### config.mk
export PLATFORM = sky130hd
export DESIGN_NAME = axi_lite_reg_responder
export DESIGN_NICKNAME = d
export VERILOG_FILES = /design/src/rtl/axi_lite_reg_pkg.sv /design/src/rtl/axi_lite_reg_decode.sv /design/src/rtl/axi_lite_reg_responder.sv
export SDC_FILE = /design/constraint.sdc
export NUM_CORES = 1
export LEC_CHECK = 0
export CORE_MARGIN = 5
export CORE_UTILIZATION = 31
export CTS_BUF_LIST = sky130_fd_sc_hd__clkbuf_16
export CTS_CLUSTER_SIZE = 12
export DETAILED_ROUTE_END_ITERATION = 6
export PLACE_DENSITY = 0.64
export SLEW_MARGIN = 25
export SYNTH_ARGS = -nofsm -noshare
export SYNTH_HDL_FRONTEND = slang
export SYNTH_HIERARCHICAL = 1
export SYNTH_SLANG_ARGS = --single-unit
### constraint.sdc
create_clock -name clk -period 14.6 [get_ports clk]
set_input_delay 1.46 -clock clk [delete_from_list [all_inputs] [get_ports clk]]
set_output_delay 1.46 -clock clk [all_outputs]
set_load 0.01 [all_outputs]
### src/rtl/axi_lite_reg_pkg.sv
// Package for the AXI4-Lite register responder.
// Holds register offsets, register-select bit positions, response codes,
// FSM state encodings and the byte-strobe expansion helper shared by the
// decoder and the top level.
package axi_lite_reg_pkg;

    // Register offsets within the 32-byte window
    localparam logic [4:0] OFF_ID      = 5'h00;
    localparam logic [4:0] OFF_SCRATCH = 5'h04;
    localparam logic [4:0] OFF_CONTROL = 5'h08;
    localparam logic [4:0] OFF_STATUS  = 5'h0C;
    localparam logic [4:0] OFF_PENDING = 5'h10;
    localparam logic [4:0] OFF_MASK    = 5'h14;
    localparam logic [4:0] OFF_COUNTER = 5'h18;

    // Bit positions in the one-hot register select
    localparam int NUM_REGS    = 7;
    localparam int REG_ID      = 0;
    localparam int REG_SCRATCH = 1;
    localparam int REG_CONTROL = 2;
    localparam int REG_STATUS  = 3;
    localparam int REG_PENDING = 4;
    localparam int REG_MASK    = 5;
    localparam int REG_COUNTER = 6;

    localparam logic [1:0] RESP_OKAY   = 2'b00;
    localparam logic [1:0] RESP_DECERR = 2'b11;

    typedef enum logic [1:0] {
        W_IDLE = 2'd0,
        W_ACK  = 2'd1,
        W_RESP = 2'd2
    } wr_state_t;

    typedef enum logic [1:0] {
        R_IDLE = 2'd0,
        R_ACK  = 2'd1,
        R_DATA = 2'd2
    } rd_state_t;

    // Expand a 4-bit byte strobe into a 32-bit bit mask
    function automatic logic [31:0] strb_mask(input logic [3:0] strb);
        return {{8{strb[3]}}, {8{strb[2]}}, {8{strb[1]}}, {8{strb[0]}}};
    endfunction

endpackage

### src/rtl/axi_lite_reg_decode.sv
// Combinational address decoder for the register window.
// Ports:
//   addr   - byte address from the AW or AR channel
//   sel    - one-hot register select (bit positions from the package)
//   mapped - 1 when addr hits one of the seven implemented registers
// Address bits [1:0] are ignored; any bit above bit 4 set means unmapped.
module axi_lite_reg_decode
    import axi_lite_reg_pkg::*;
#(
    parameter int ADDR_WIDTH = 32
) (
    input  logic [ADDR_WIDTH-1:0] addr,
    output logic [NUM_REGS-1:0]   sel,
    output logic                  mapped
);

    logic [4:0] offset;
    logic       upper_set;

    always_comb begin
        offset    = addr[4:0] & 5'b11100;
        upper_set = |(addr >> 5);
        sel       = '0;
        if (!upper_set) begin
            case (offset)
                OFF_ID:      sel[REG_ID]      = 1'b1;
                OFF_SCRATCH: sel[REG_SCRATCH] = 1'b1;
                OFF_CONTROL: sel[REG_CONTROL] = 1'b1;
                OFF_STATUS:  sel[REG_STATUS]  = 1'b1;
                OFF_PENDING: sel[REG_PENDING] = 1'b1;
                OFF_MASK:    sel[REG_MASK]    = 1'b1;
                OFF_COUNTER: sel[REG_COUNTER] = 1'b1;
                default:     sel              = '0;
            endcase
        end
        mapped = |sel;
    end

endmodule

### src/rtl/axi_lite_reg_responder.sv
// AXI4-Lite responder terminating the processor M_AXI port.
// Register window: ID, SCRATCH, CONTROL (driven to fabric), STATUS (live
// fabric input), IRQ_PENDING (edge-latched, W1C), IRQ_MASK, and a
// free-running COUNTER cleared by any write to it.
// Ports:
//   clk, reset         - clock and asynchronous active-high reset
//   s_axi_aw*/w*/b*    - AXI4-Lite write address, data and response channels
//   s_axi_ar*/r*       - AXI4-Lite read address and data channels
//   ctrl_o             - CONTROL register contents
//   status_i           - fabric status, synchronous to clk
//   irq                - registered OR of pending & mask
module axi_lite_reg_responder
    import axi_lite_reg_pkg::*;
#(
    parameter int          ADDR_WIDTH = 32,
    parameter logic [31:0] ID_VALUE   = 32'h52554631,
    parameter logic [31:0] CTRL_RESET = 32'h00000000
) (
    input  logic                  clk,
    input  logic                  reset,
    input  logic [ADDR_WIDTH-1:0] s_axi_awaddr,
    input  logic [2:0]            s_axi_awprot,
    input  logic                  s_axi_awvalid,
    output logic                  s_axi_awready,
    input  logic [31:0]           s_axi_wdata,
    input  logic [3:0]            s_axi_wstrb,
    input  logic                  s_axi_wvalid,
    output logic                  s_axi_wready,
    output logic [1:0]            s_axi_bresp,
    output logic                  s_axi_bvalid,
    input  logic                  s_axi_bready,
    input  logic [ADDR_WIDTH-1:0] s_axi_araddr,
    input  logic [2:0]            s_axi_arprot,
    input  logic                  s_axi_arvalid,
    output logic                  s_axi_arready,
    output logic [31:0]           s_axi_rdata,
    output logic [1:0]            s_axi_rresp,
    output logic                  s_axi_rvalid,
    input  logic                  s_axi_rready,
    output logic [31:0]           ctrl_o,
    input  logic [31:0]           status_i,
    output logic                  irq
);

    wr_state_t            wr_state, wr_next;
    rd_state_t            rd_state, rd_next;
    logic [NUM_REGS-1:0]  wr_sel, rd_sel;
    logic                 wr_mapped, rd_mapped;
    logic                 wr_en;
    logic [31:0]          wmask, wmerge_scratch, wmerge_ctrl, wmerge_mask;
    logic [31:0]          pending_clr, status_edge, rd_value;
    logic [31:0]          scratch, pending, mask, counter, status_q;
    logic                 unused_prot;

    assign unused_prot = ^{s_axi_awprot, s_axi_arprot};

    axi_lite_reg_decode #(.ADDR_WIDTH(ADDR_WIDTH)) u_wr_decode (
        .addr   (s_axi_awaddr),
        .sel    (wr_sel),
        .mapped (wr_mapped)
    );

    axi_lite_reg_decode #(.ADDR_WIDTH(ADDR_WIDTH)) u_rd_decode (
        .addr   (s_axi_araddr),
        .sel    (rd_sel),
        .mapped (rd_mapped)
    );

    // Write channel FSM: AW and W are only taken together, ready is a
    // one-cycle pulse in W_ACK, and the address/data are still on the bus
    // during that cycle, so the register update uses them directly.
    always_ff @(posedge clk or posedge reset) begin
        if (reset) wr_state <= W_IDLE;
        else       wr_state <= wr_next;
    end

    always_comb begin
        wr_next       = wr_state;
        s_axi_awready = 1'b0;
        s_axi_wready  = 1'b0;
        s_axi_bvalid  = 1'b0;
        case (wr_state)
            W_IDLE: if (s_axi_awvalid && s_axi_wvalid) wr_next = W_ACK;
            W_ACK: begin
                s_axi_awready = 1'b1;
                s_axi_wready  = 1'b1;
                wr_next       = W_RESP;
            end
            W_RESP: begin
                s_axi_bvalid = 1'b1;
                if (s_axi_bready) wr_next = W_IDLE;
            end
            default: wr_next = W_IDLE;
        endcase
    end

    // Read channel FSM: mirrors the write side with arready pulsed in R_ACK
    always_ff @(posedge clk or posedge reset) begin
        if (reset) rd_state <= R_IDLE;
        else       rd_state <= rd_next;
    end

    always_comb begin
        rd_next       = rd_state;
        s_axi_arready = 1'b0;
        s_axi_rvalid  = 1'b0;
        case (rd_state)
            R_IDLE: if (s_axi_arvalid) rd_next = R_ACK;
            R_ACK: begin
                s_axi_arready = 1'b1;
                rd_next       = R_DATA;
            end
            R_DATA: begin
                s_axi_rvalid = 1'b1;
                if (s_axi_rready) rd_next = R_IDLE;
            end
            default: rd_next = R_IDLE;
        endcase
    end

    always_comb begin
        wr_en          = (wr_state == W_ACK) && wr_mapped;
        wmask          = strb_mask(s_axi_wstrb);
        wmerge_scratch = (scratch & ~wmask) | (s_axi_wdata & wmask);
        wmerge_ctrl    = (ctrl_o  & ~wmask) | (s_axi_wdata & wmask);
        wmerge_mask    = (mask    & ~wmask) | (s_axi_wdata & wmask);
        pending_clr    = (wr_en && wr_sel[REG_PENDING]) ? (s_axi_wdata & wmask) : '0;
        status_edge    = status_i & ~status_q;
        // Unselected terms are zero, so an unmapped address reads as 0
        rd_value       = ({32{rd_sel[REG_ID]}}      & ID_VALUE) |
                         ({32{rd_sel[REG_SCRATCH]}} & scratch)  |
                         ({32{rd_sel[REG_CONTROL]}} & ctrl_o)   |
                         ({32{rd_sel[REG_STATUS]}}  & status_i) |
                         ({32{rd_sel[REG_PENDING]}} & pending)  |
                         ({32{rd_sel[REG_MASK]}}    & mask)     |
                         ({32{rd_sel[REG_COUNTER]}} & counter);
    end

    always_ff @(posedge clk or posedge reset) begin
        if (reset) begin
            scratch     <= '0;
            ctrl_o      <= CTRL_RESET;
            mask        <= '0;
            pending     <= '0;
            counter     <= '0;
            status_q    <= '0;
            irq         <= 1'b0;
            s_axi_bresp <= RESP_OKAY;
        end else begin
            if (wr_en && wr_sel[REG_SCRATCH]) scratch <= wmerge_scratch;
            if (wr_en && wr_sel[REG_CONTROL]) ctrl_o  <= wmerge_ctrl;
            if (wr_en && wr_sel[REG_MASK])    mask    <= wmerge_mask;
            // Edge set is OR-ed after the clear so a simultaneous edge wins
            pending  <= (pending & ~pending_clr) | status_edge;
            counter  <= (wr_en && wr_sel[REG_COUNTER]) ? '0 : counter + 32'd1;
            status_q <= status_i;
            irq      <= |(pending & mask);
            if (wr_state == W_ACK) s_axi_bresp <= wr_mapped ? RESP_OKAY : RESP_DECERR;
        end
    end

    // Read data is captured on the same edge as any write update, so it
    // sees the pre-write register contents.
    always_ff @(posedge clk or posedge reset) begin
        if (reset) begin
            s_axi_rdata <= '0;
            s_axi_rresp <= RESP_OKAY;
        end else if (rd_state == R_ACK) begin
            s_axi_rdata <= rd_value;
            s_axi_rresp <= rd_mapped ? RESP_OKAY : RESP_DECERR;
        end
    end

endmodule
==> metrics.txt, run 1 <==
# TYPE chip_impl_metric gauge
chip_impl_metric{name="leakage",unit="nW"} 5.75
chip_impl_info{name="setup.worst_path.start_class",value="input pin"} 1
chip_impl_metric{name="core_area",unit="µm²"} 32400
chip_impl_metric{name="avgViaCountPerCell",unit=""} 5.34
chip_impl_metric{name="syn-num-nets",unit=""} 1003
chip_impl_metric{name="seqPwrFrac",unit=""} 0.466
chip_impl_metric{name="placed_cell_area",unit="µm²"} 12700
chip_impl_metric{name="first_pass_grt_wire_length",unit="mm"} 49.2
chip_impl_metric{name="die_width",unit="µm"} 191
chip_impl_metric{name="p_clk_frac",unit=""} 0.354
chip_impl_metric{name="max_clock_freq",unit="MHz"} 243
chip_impl_metric{name="biggest_cell_delay_along_the_critical_path",unit="ps"} 730
chip_impl_metric{name="worst-endpoint-arrival",unit="ps"} 4520
chip_impl_metric{name="ports_placed_on_the_boundary",unit=""} 219
chip_impl_metric{name="power.share.switching",unit=""} 0.262
chip_impl_metric{name="initial_core_util",unit=""} 0.313
chip_impl_metric{name="worstPathMaxFanout",unit=""} 8
chip_impl_metric{name="fin_crit",unit="ps"} 4120
chip_impl_metric{name="ir_worst_vdd",unit="V"} 0.0000878
chip_impl_info{name="hold_path_startpoint",value="wr_state[1]$_DFFE_PP0P_"} 1
chip_impl_metric{name="holdWs",unit="ps"} 442
chip_impl_metric{name="power_switching",unit="µW"} 408
chip_impl_metric{name="deepest_clock_path_buffer_count",unit=""} 3
chip_impl_metric{name="place_worst_setup_slack",unit="ps"} 9970
chip_impl_metric{name="finish.utilization",unit=""} 0.413
chip_impl_metric{name="critPathBufInv",unit=""} 1
chip_impl_info{name="critPathMostFrequentCell",value="sky130_fd_sc_hd__nor4_1"} 1
chip_impl_metric{name="clk_transition_reported_paths",unit="ps"} 60
chip_impl_metric{name="clock_insertion_delay_worst_skew",unit="ps"} 520
chip_impl_metric{name="syn-mean-instance-area",unit="µm²"} 11.8
chip_impl_metric{name="die_h",unit="µm"} 191
chip_impl_metric{name="worstSetupPathDepth",unit=""} 7
chip_impl_metric{name="slew_headroom",unit=""} 0.329
chip_impl_info{name="violations",value="design-rule violations"} 1
chip_impl_info{name="worstSetupPathType",value="input pin to flop"} 1
chip_impl_metric{name="detailed_place_hpwl",unit="mm"} 22.5
chip_impl_info{name="critPathLaunch",value="s_axi_awaddr[10]"} 1
chip_impl_metric{name="areaGrowthSynthToFinish",unit="%"} 32.1
chip_impl_info{name="critPathTopFamily",value="simple AND/OR/NAND/NOR gates"} 1
chip_impl_metric{name="post-layout-total-power",unit="mW"} 1.56
chip_impl_metric{name="synthesized_netlist_cell_count",unit=""} 857
chip_impl_metric{name="worst_slack",unit="ps"} 10480
chip_impl_metric{name="track_usage",unit=""} 0.173
chip_impl_metric{name="layoutNonFillerInstCount",unit=""} 1513
chip_impl_metric{name="drt_wl_total",unit="mm"} 32.4
chip_impl_metric{name="grt_pass1_vias",unit=""} 8255
chip_impl_metric{name="power.share.combinational",unit=""} 0.181
chip_impl_info{name="crit_path_cell_trace",value="clkdlybuf4s50_1 > nor4_1 > nand4_1 > nor4_1 > and3_1 > nand2_1 > mux2_2"} 1
chip_impl_metric{name="routed-via-count",unit=""} 8074
chip_impl_metric{name="grt-ovfl-total",unit=""} 0
chip_impl_metric{name="grt_start_max_net_pins",unit=""} 93
chip_impl_info{name="holdCritPathClass",value="flop to flop"} 1
chip_impl_info{name="grt_setup_unrepaired",value="false"} 1
chip_impl_metric{name="ant_nets",unit=""} 0
chip_impl_metric{name="cts.sink_count",unit=""} 231
chip_impl_metric{name="cts_htree_levels",unit=""} 1
chip_impl_metric{name="post_route_cells_drive_above_1_share",unit=""} 0.144
chip_impl_metric{name="post_cts_hold_buffer_count",unit=""} 0
chip_impl_metric{name="min_delay_path_depth",unit=""} 1
chip_impl_metric{name="routabilityCongestion",unit=""} 0.816
chip_impl_metric{name="die_outline_area",unit="µm²"} 36400
chip_impl_metric{name="cts-buffers-inserted",unit=""} 25
chip_impl_metric{name="detail_route.first_pass.iterations",unit=""} 7
chip_impl_metric{name="r2r.worst_path.cells",unit=""} 4
chip_impl_info{name="reg2reg_from",value="wr_state[1]$_DFFE_PP0P_"} 1
chip_impl_metric{name="drc",unit=""} 2
chip_impl_metric{name="p_per_area",unit="nW/µm²"} 116
chip_impl_metric{name="cts_post_setup_buffers_inserted",unit=""} 0
chip_impl_metric{name="cts_repair_resize_count",unit=""} 0
chip_impl_info{name="cp_slowest_cell",value="sky130_fd_sc_hd__nor4_1"} 1
chip_impl_info{name="cts_tree",value="done"} 1
chip_impl_metric{name="timing.setup.tns",unit="ps"} 0
chip_impl_metric{name="final.setup_skew",unit="ps"} 13.5
chip_impl_metric{name="synth_area",unit="µm²"} 10100
chip_impl_metric{name="cap_viol_max_count",unit=""} 0
chip_impl_metric{name="hold_violations",unit=""} 0
chip_impl_metric{name="maxSlewViolCount",unit=""} 0
chip_impl_metric{name="antenna_violations_before_repair",unit=""} 2
chip_impl_info{name="ctsRootBufferMaster",value="sky130_fd_sc_hd__clkbuf_16"} 1
chip_impl_metric{name="count_of_endpoints_failing_setup_in_the_final_report",unit=""} 0
chip_impl_metric{name="placed_cells",unit=""} 1471
chip_impl_metric{name="crit_required",unit="ps"} 15000
chip_impl_metric{name="route.detailed.wl_per_inst",unit="µm"} 21.4
chip_impl_metric{name="port_buffers",unit=""} 208
chip_impl_metric{name="insertedDiodeCount",unit=""} 0
chip_impl_metric{name="synthesis.yosys.warnings",unit=""} 6
chip_impl_metric{name="fin_crit_sh",unit=""} 0.282
chip_impl_metric{name="tightest_slew",unit="ps"} 1000
chip_impl_metric{name="rows",unit=""} 66
chip_impl_info{name="crit_path_end_kind",value="flop"} 1
chip_impl_metric{name="detailedRoute.firstIterationViolations",unit=""} 605
chip_impl_metric{name="final_nets",unit=""} 1202
chip_impl_metric{name="power.internal",unit="mW"} 1.15
chip_impl_info{name="run_status",value="finished, violations left"} 1
chip_impl_metric{name="finish.instance_area",unit="µm²"} 13400
[final timing paths]
path	to	slack (ps)
min in group asynchronous	s_axi_rdata[27]$_DFFE_PP0P_	1460
max in group asynchronous	asynchronous set/reset pin	11900
max	flop	10480
min	wr_state[0]$_DFFE_PP0P_	440
min reg2reg	wr_state[0]$_DFFE_PP0P_	440
max reg2reg	flop	12290
[per-layer routing]
| layer | GRT usage | up-vias | wire, µm |
|---|---|---|---|
| met5 | 0 | - | 33 |
| met4 | 0.0356 | 4 | 578 |
| met3 | 0.0452 | 48 | 2810 |
| met2 | 0.291 | 352 | 15500 |
| met1 | 0.228 | 4065 | 13400 |
| li1 | - | 3605 | - |
[final cells by class]
class,count,area [µm²]
clock buffers,25,626
clock inverters,17,70.1
fillers,3116,19000
inverters,39,154
multi-input cells,541,4040
flip-flops and latches,231,5780
well taps,442,553
repair buffers,218,2160
[worst register-to-register path: stages (launching register included)]
cell and delay [ps]:
sky130_fd_sc_hd__dfrtp_1 380, sky130_fd_sc_hd__nor2b_1 510, sky130_fd_sc_hd__and3_1 440, sky130_fd_sc_hd__nand2_1 440
sky130_fd_sc_hd__mux2_2 420
[power groups by stage]
stage               Clock, mW  Combinational, mW  Sequential, mW
CTS                     0.564              0.285           0.727
global route            0.590              0.306           0.733
floorplan                   0             0.0930           0.751
global placement            0              0.282           0.737
finish                  0.551              0.281           0.726
detailed placement          0              0.285           0.738
[cell usage in the layout, fill, tap and decap left out, drive strengths merged, types with 2 or more instances in the layout]
cell	instances
a21o	3
a21oi	18
a221oi	19
a222oi	13
a22o	51
a22oi	48
a31oi	21
a41oi	11
and2	5
and3	10
and4	4
buf	10
clkbuf	25
clkdlybuf4s50	208
clkinv	10
dfrtp	231
inv	45
mux2	96
nand2	60
nand2b	3
nand3	13
nand3b	5
nand4	13
nor2	61
nor2b	2
nor3	12
nor3b	2
nor4	21
o21ai	6
or2	2
or3	7
or4	2
or4b	4
xnor2	11
xor2	14
Note: power is estimated with default switching activity, not from simulation.
==> run 2: changes to the inputs <==
- PLACE_DENSITY: 0.64 -> 0.66
- clock period: 14.6 -> 3.5 ns (I/O delays scaled with it)
==> run 2 against run 1 <==
  * The flow now finishes without violations
  * Die area unchanged
  * Routed wire length increased by 1.6%
  * Sequential power increased to 4.2 times the previous value
  * Sequential cell count unchanged
  * Power increased to 4.2 times the previous value
  * Via count increased by 0.27%
  * Design area increased by 1.5%
  * Worst hold slack got worse by 240 ps
  * First-iteration DRC count increased by 0.66%
  * Worst setup slack got worse by 9700 ps
  * Combinational power increased to 4.3 times the previous value
  * Non-clock buffer count increased by 9
  * Largest power group unchanged
==> metrics.txt, run 2 (synthesized netlist as in run 1, its figures left out) <==
# TYPE chip_impl_metric gauge
chip_impl_metric{name="hold_violations",unit=""} 0
chip_impl_metric{name="timing.setup.tns",unit="ps"} 0
chip_impl_metric{name="fin_crit",unit="ps"} 2700
chip_impl_metric{name="grt-ovfl-total",unit=""} 0
chip_impl_metric{name="power.share.combinational",unit=""} 0.181
chip_impl_metric{name="worst_slack",unit="ps"} 800
chip_impl_metric{name="drt_wl_total",unit="mm"} 32.9
chip_impl_metric{name="worst-endpoint-arrival",unit="ps"} 2350
chip_impl_metric{name="routed-via-count",unit=""} 8096
chip_impl_metric{name="max_clock_freq",unit="MHz"} 370
chip_impl_metric{name="clk_transition_reported_paths",unit="ps"} 60
chip_impl_metric{name="slew_headroom",unit=""} 0.558
chip_impl_metric{name="cts_repair_resize_count",unit=""} 0
chip_impl_metric{name="p_per_area",unit="nW/µm²"} 487
chip_impl_metric{name="port_buffers",unit=""} 208
chip_impl_info{name="layout.cells.most_common",value="sky130_fd_sc_hd__dfrtp_1"} 1
chip_impl_metric{name="crit_required",unit="ps"} 3150
chip_impl_metric{name="clock_insertion_delay_worst_skew",unit="ps"} 520
chip_impl_metric{name="areaGrowthSynthToFinish",unit="%"} 34.1
chip_impl_metric{name="leakage",unit="nW"} 5.81
chip_impl_info{name="holdCritPathClass",value="input pin to asynchronous set/reset pin"} 1
chip_impl_metric{name="placed_cell_area",unit="µm²"} 12900
chip_impl_metric{name="post_route_cells_drive_above_1_share",unit=""} 0.152
chip_impl_metric{name="ant_nets",unit=""} 0
chip_impl_metric{name="final_nets",unit=""} 1211
chip_impl_metric{name="cts.sink_count",unit=""} 231
chip_impl_metric{name="final.setup_skew",unit="ps"} 9.35
chip_impl_metric{name="routabilityCongestion",unit=""} 0.861
chip_impl_info{name="crit_path_end_kind",value="primary output"} 1
chip_impl_info{name="ctsRootBufferMaster",value="sky130_fd_sc_hd__clkbuf_16"} 1
chip_impl_metric{name="avgViaCountPerCell",unit=""} 5.32
chip_impl_metric{name="deepest_clock_path_buffer_count",unit=""} 3
chip_impl_metric{name="initial_core_util",unit=""} 0.313
chip_impl_metric{name="seqPwrFrac",unit=""} 0.458
chip_impl_info{name="grt_setup_unrepaired",value="false"} 1
chip_impl_metric{name="r2r.worst_path.cells",unit=""} 4
chip_impl_metric{name="worstPathMaxFanout",unit=""} 28
chip_impl_metric{name="area_of_combinational_cells_with_multiple_inputs",unit="µm²"} 4030
chip_impl_metric{name="grt_start_max_net_pins",unit=""} 89
chip_impl_metric{name="power_switching",unit="mW"} 1.74
chip_impl_metric{name="tightest_slew",unit="ps"} 661
chip_impl_metric{name="die_h",unit="µm"} 191
chip_impl_metric{name="detailed_place_hpwl",unit="mm"} 23.0
chip_impl_metric{name="die_width",unit="µm"} 191
chip_impl_metric{name="finish.instance_area",unit="µm²"} 13600
chip_impl_metric{name="track_usage",unit=""} 0.176
chip_impl_metric{name="layout.filler_cells",unit=""} 3073
chip_impl_metric{name="final-seq-area",unit="µm²"} 5780
chip_impl_metric{name="die_outline_area",unit="µm²"} 36400
chip_impl_metric{name="placed_cells",unit=""} 1480
chip_impl_metric{name="rows",unit=""} 66
chip_impl_metric{name="cts_htree_levels",unit=""} 1
chip_impl_metric{name="detail_route.first_pass.iterations",unit=""} 5
chip_impl_metric{name="count_of_endpoints_failing_setup_in_the_final_report",unit=""} 0
chip_impl_metric{name="cts-buffers-inserted",unit=""} 25
chip_impl_info{name="run_status",value="complete, no violations"} 1
chip_impl_metric{name="detailedRoute.firstIterationViolations",unit=""} 609
chip_impl_metric{name="power.share.switching",unit=""} 0.262
chip_impl_metric{name="drc",unit=""} 0
chip_impl_metric{name="fin_crit_sh",unit=""} 0.771
chip_impl_metric{name="antenna_violations_before_repair",unit=""} 6
chip_impl_metric{name="p_clk_frac",unit=""} 0.361
chip_impl_metric{name="first_pass_grt_wire_length",unit="mm"} 49.8
chip_impl_metric{name="cap_viol_max_count",unit=""} 0
chip_impl_metric{name="route.detailed.wl_per_inst",unit="µm"} 21.6
chip_impl_metric{name="post_cts_hold_buffer_count",unit=""} 0
chip_impl_metric{name="ports_placed_on_the_boundary",unit=""} 219
chip_impl_metric{name="grt_pass1_vias",unit=""} 8383
chip_impl_metric{name="ir_worst_vdd",unit="V"} 0.000282
chip_impl_info{name="cts_tree",value="done"} 1
chip_impl_metric{name="layoutNonFillerInstCount",unit=""} 1521
chip_impl_info{name="setup.worst_path.start_class",value="flop"} 1
chip_impl_metric{name="cts_post_setup_buffers_inserted",unit=""} 0
chip_impl_metric{name="core_area",unit="µm²"} 32400
chip_impl_metric{name="maxSlewViolCount",unit=""} 0
chip_impl_info{name="layout_common_cells",value="sky130_fd_sc_hd__dfrtp_1 (231), sky130_fd_sc_hd__clkdlybuf4s50_1 (208), sky130_fd_sc_hd__mux2_2 (96)"} 1
chip_impl_info{name="worstSetupPathType",value="flop to primary output"} 1
chip_impl_metric{name="holdWs",unit="ps"} 204
chip_impl_metric{name="power.internal",unit="mW"} 4.88
chip_impl_metric{name="place_worst_setup_slack",unit="ps"} 265
run 2: cell count changes in the layout (fill, tap and decap cells not counted):
cell                         change
sky130_fd_sc_hd__bufinv_16       +1
sky130_fd_sc_hd__buf_6           -1
sky130_fd_sc_hd__nor3_4          -1
sky130_fd_sc_hd__nor3_2          +1
sky130_fd_sc_hd__buf_12         +10
sky130_fd_sc_hd__diode_2         +1
sky130_fd_sc_hd__inv_8           -1
sky130_fd_sc_hd__clkinvlp_4      +2
sky130_fd_sc_hd__clkinv_2        -1
sky130_fd_sc_hd__clkinv_1        -3
run 2: layout make-up:
cell class	instances	area share
Tap cell	442	0.0407
Inverter	39	0.0111
Multi-Input combinational cell	541	0.297
Timing Repair Buffer	227	0.173
Clock buffer	25	0.0461
Antenna cell	1	0.000184
Sequential cell	231	0.426
Clock inverter	15	0.00672
run 2: metrics by stage:
stage | utilization | power [mW]
2_1_floorplan | - | 3.52
3_3_place_gp | 0.397 | 4.27
4_1_cts | 0.420 | 6.67
5_1_grt | 0.420 | 6.90
3_5_place_dp | 0.397 | 4.29
6_report | 0.420 | 6.62
run 2: routing by layer:
metal  up-vias  routed length (µm)  global-route usage
li1       3617                   -                   -
met1      4063               13400               0.230
met2       354               15600               0.292
met3        52                3240              0.0487
met4        10                 570              0.0414
met5         -                  68                   0
run 2: critical path: stages (launching register included):
cell and delay, ps:
sky130_fd_sc_hd__dfrtp_1 390, sky130_fd_sc_hd__nand2b_1 150, sky130_fd_sc_hd__buf_4 170, sky130_fd_sc_hd__inv_2 460, sky130_fd_sc_hd__clkdlybuf4s50_1 650
run 2: power by group through the flow:
| stage | logic (mW) | registers (mW) | clock network (mW) |
|---|---|---|---|
| finish | 1.20 | 3.03 | 2.39 |
| global route | 1.30 | 3.05 | 2.54 |
| CTS | 1.22 | 3.04 | 2.42 |
| detailed placement | 1.21 | 3.08 | 0 |
| global placement | 1.19 | 3.07 | 0 |
| floorplan | 0.389 | 3.13 | 0 |
run 2: final timing paths:
check                                              to  slack, ps                    start
max                                     s_axi_arready        800  rd_state[1]$_DFFE_PP0P_
min                        s_axi_rresp[0]$_DFFE_PP0P_        200                    reset
max reg2reg                                      flop       1140  wr_state[1]$_DFFE_PP0P_
min reg2reg                   wr_state[0]$_DFFE_PP0P_        440  wr_state[0]$_DFFE_PP0P_
max in group asynchronous       status_q[0]$_DFF_PP0_       2490                    reset
min in group clk                status_q[6]$_DFF_PP0_        350              status_i[6]
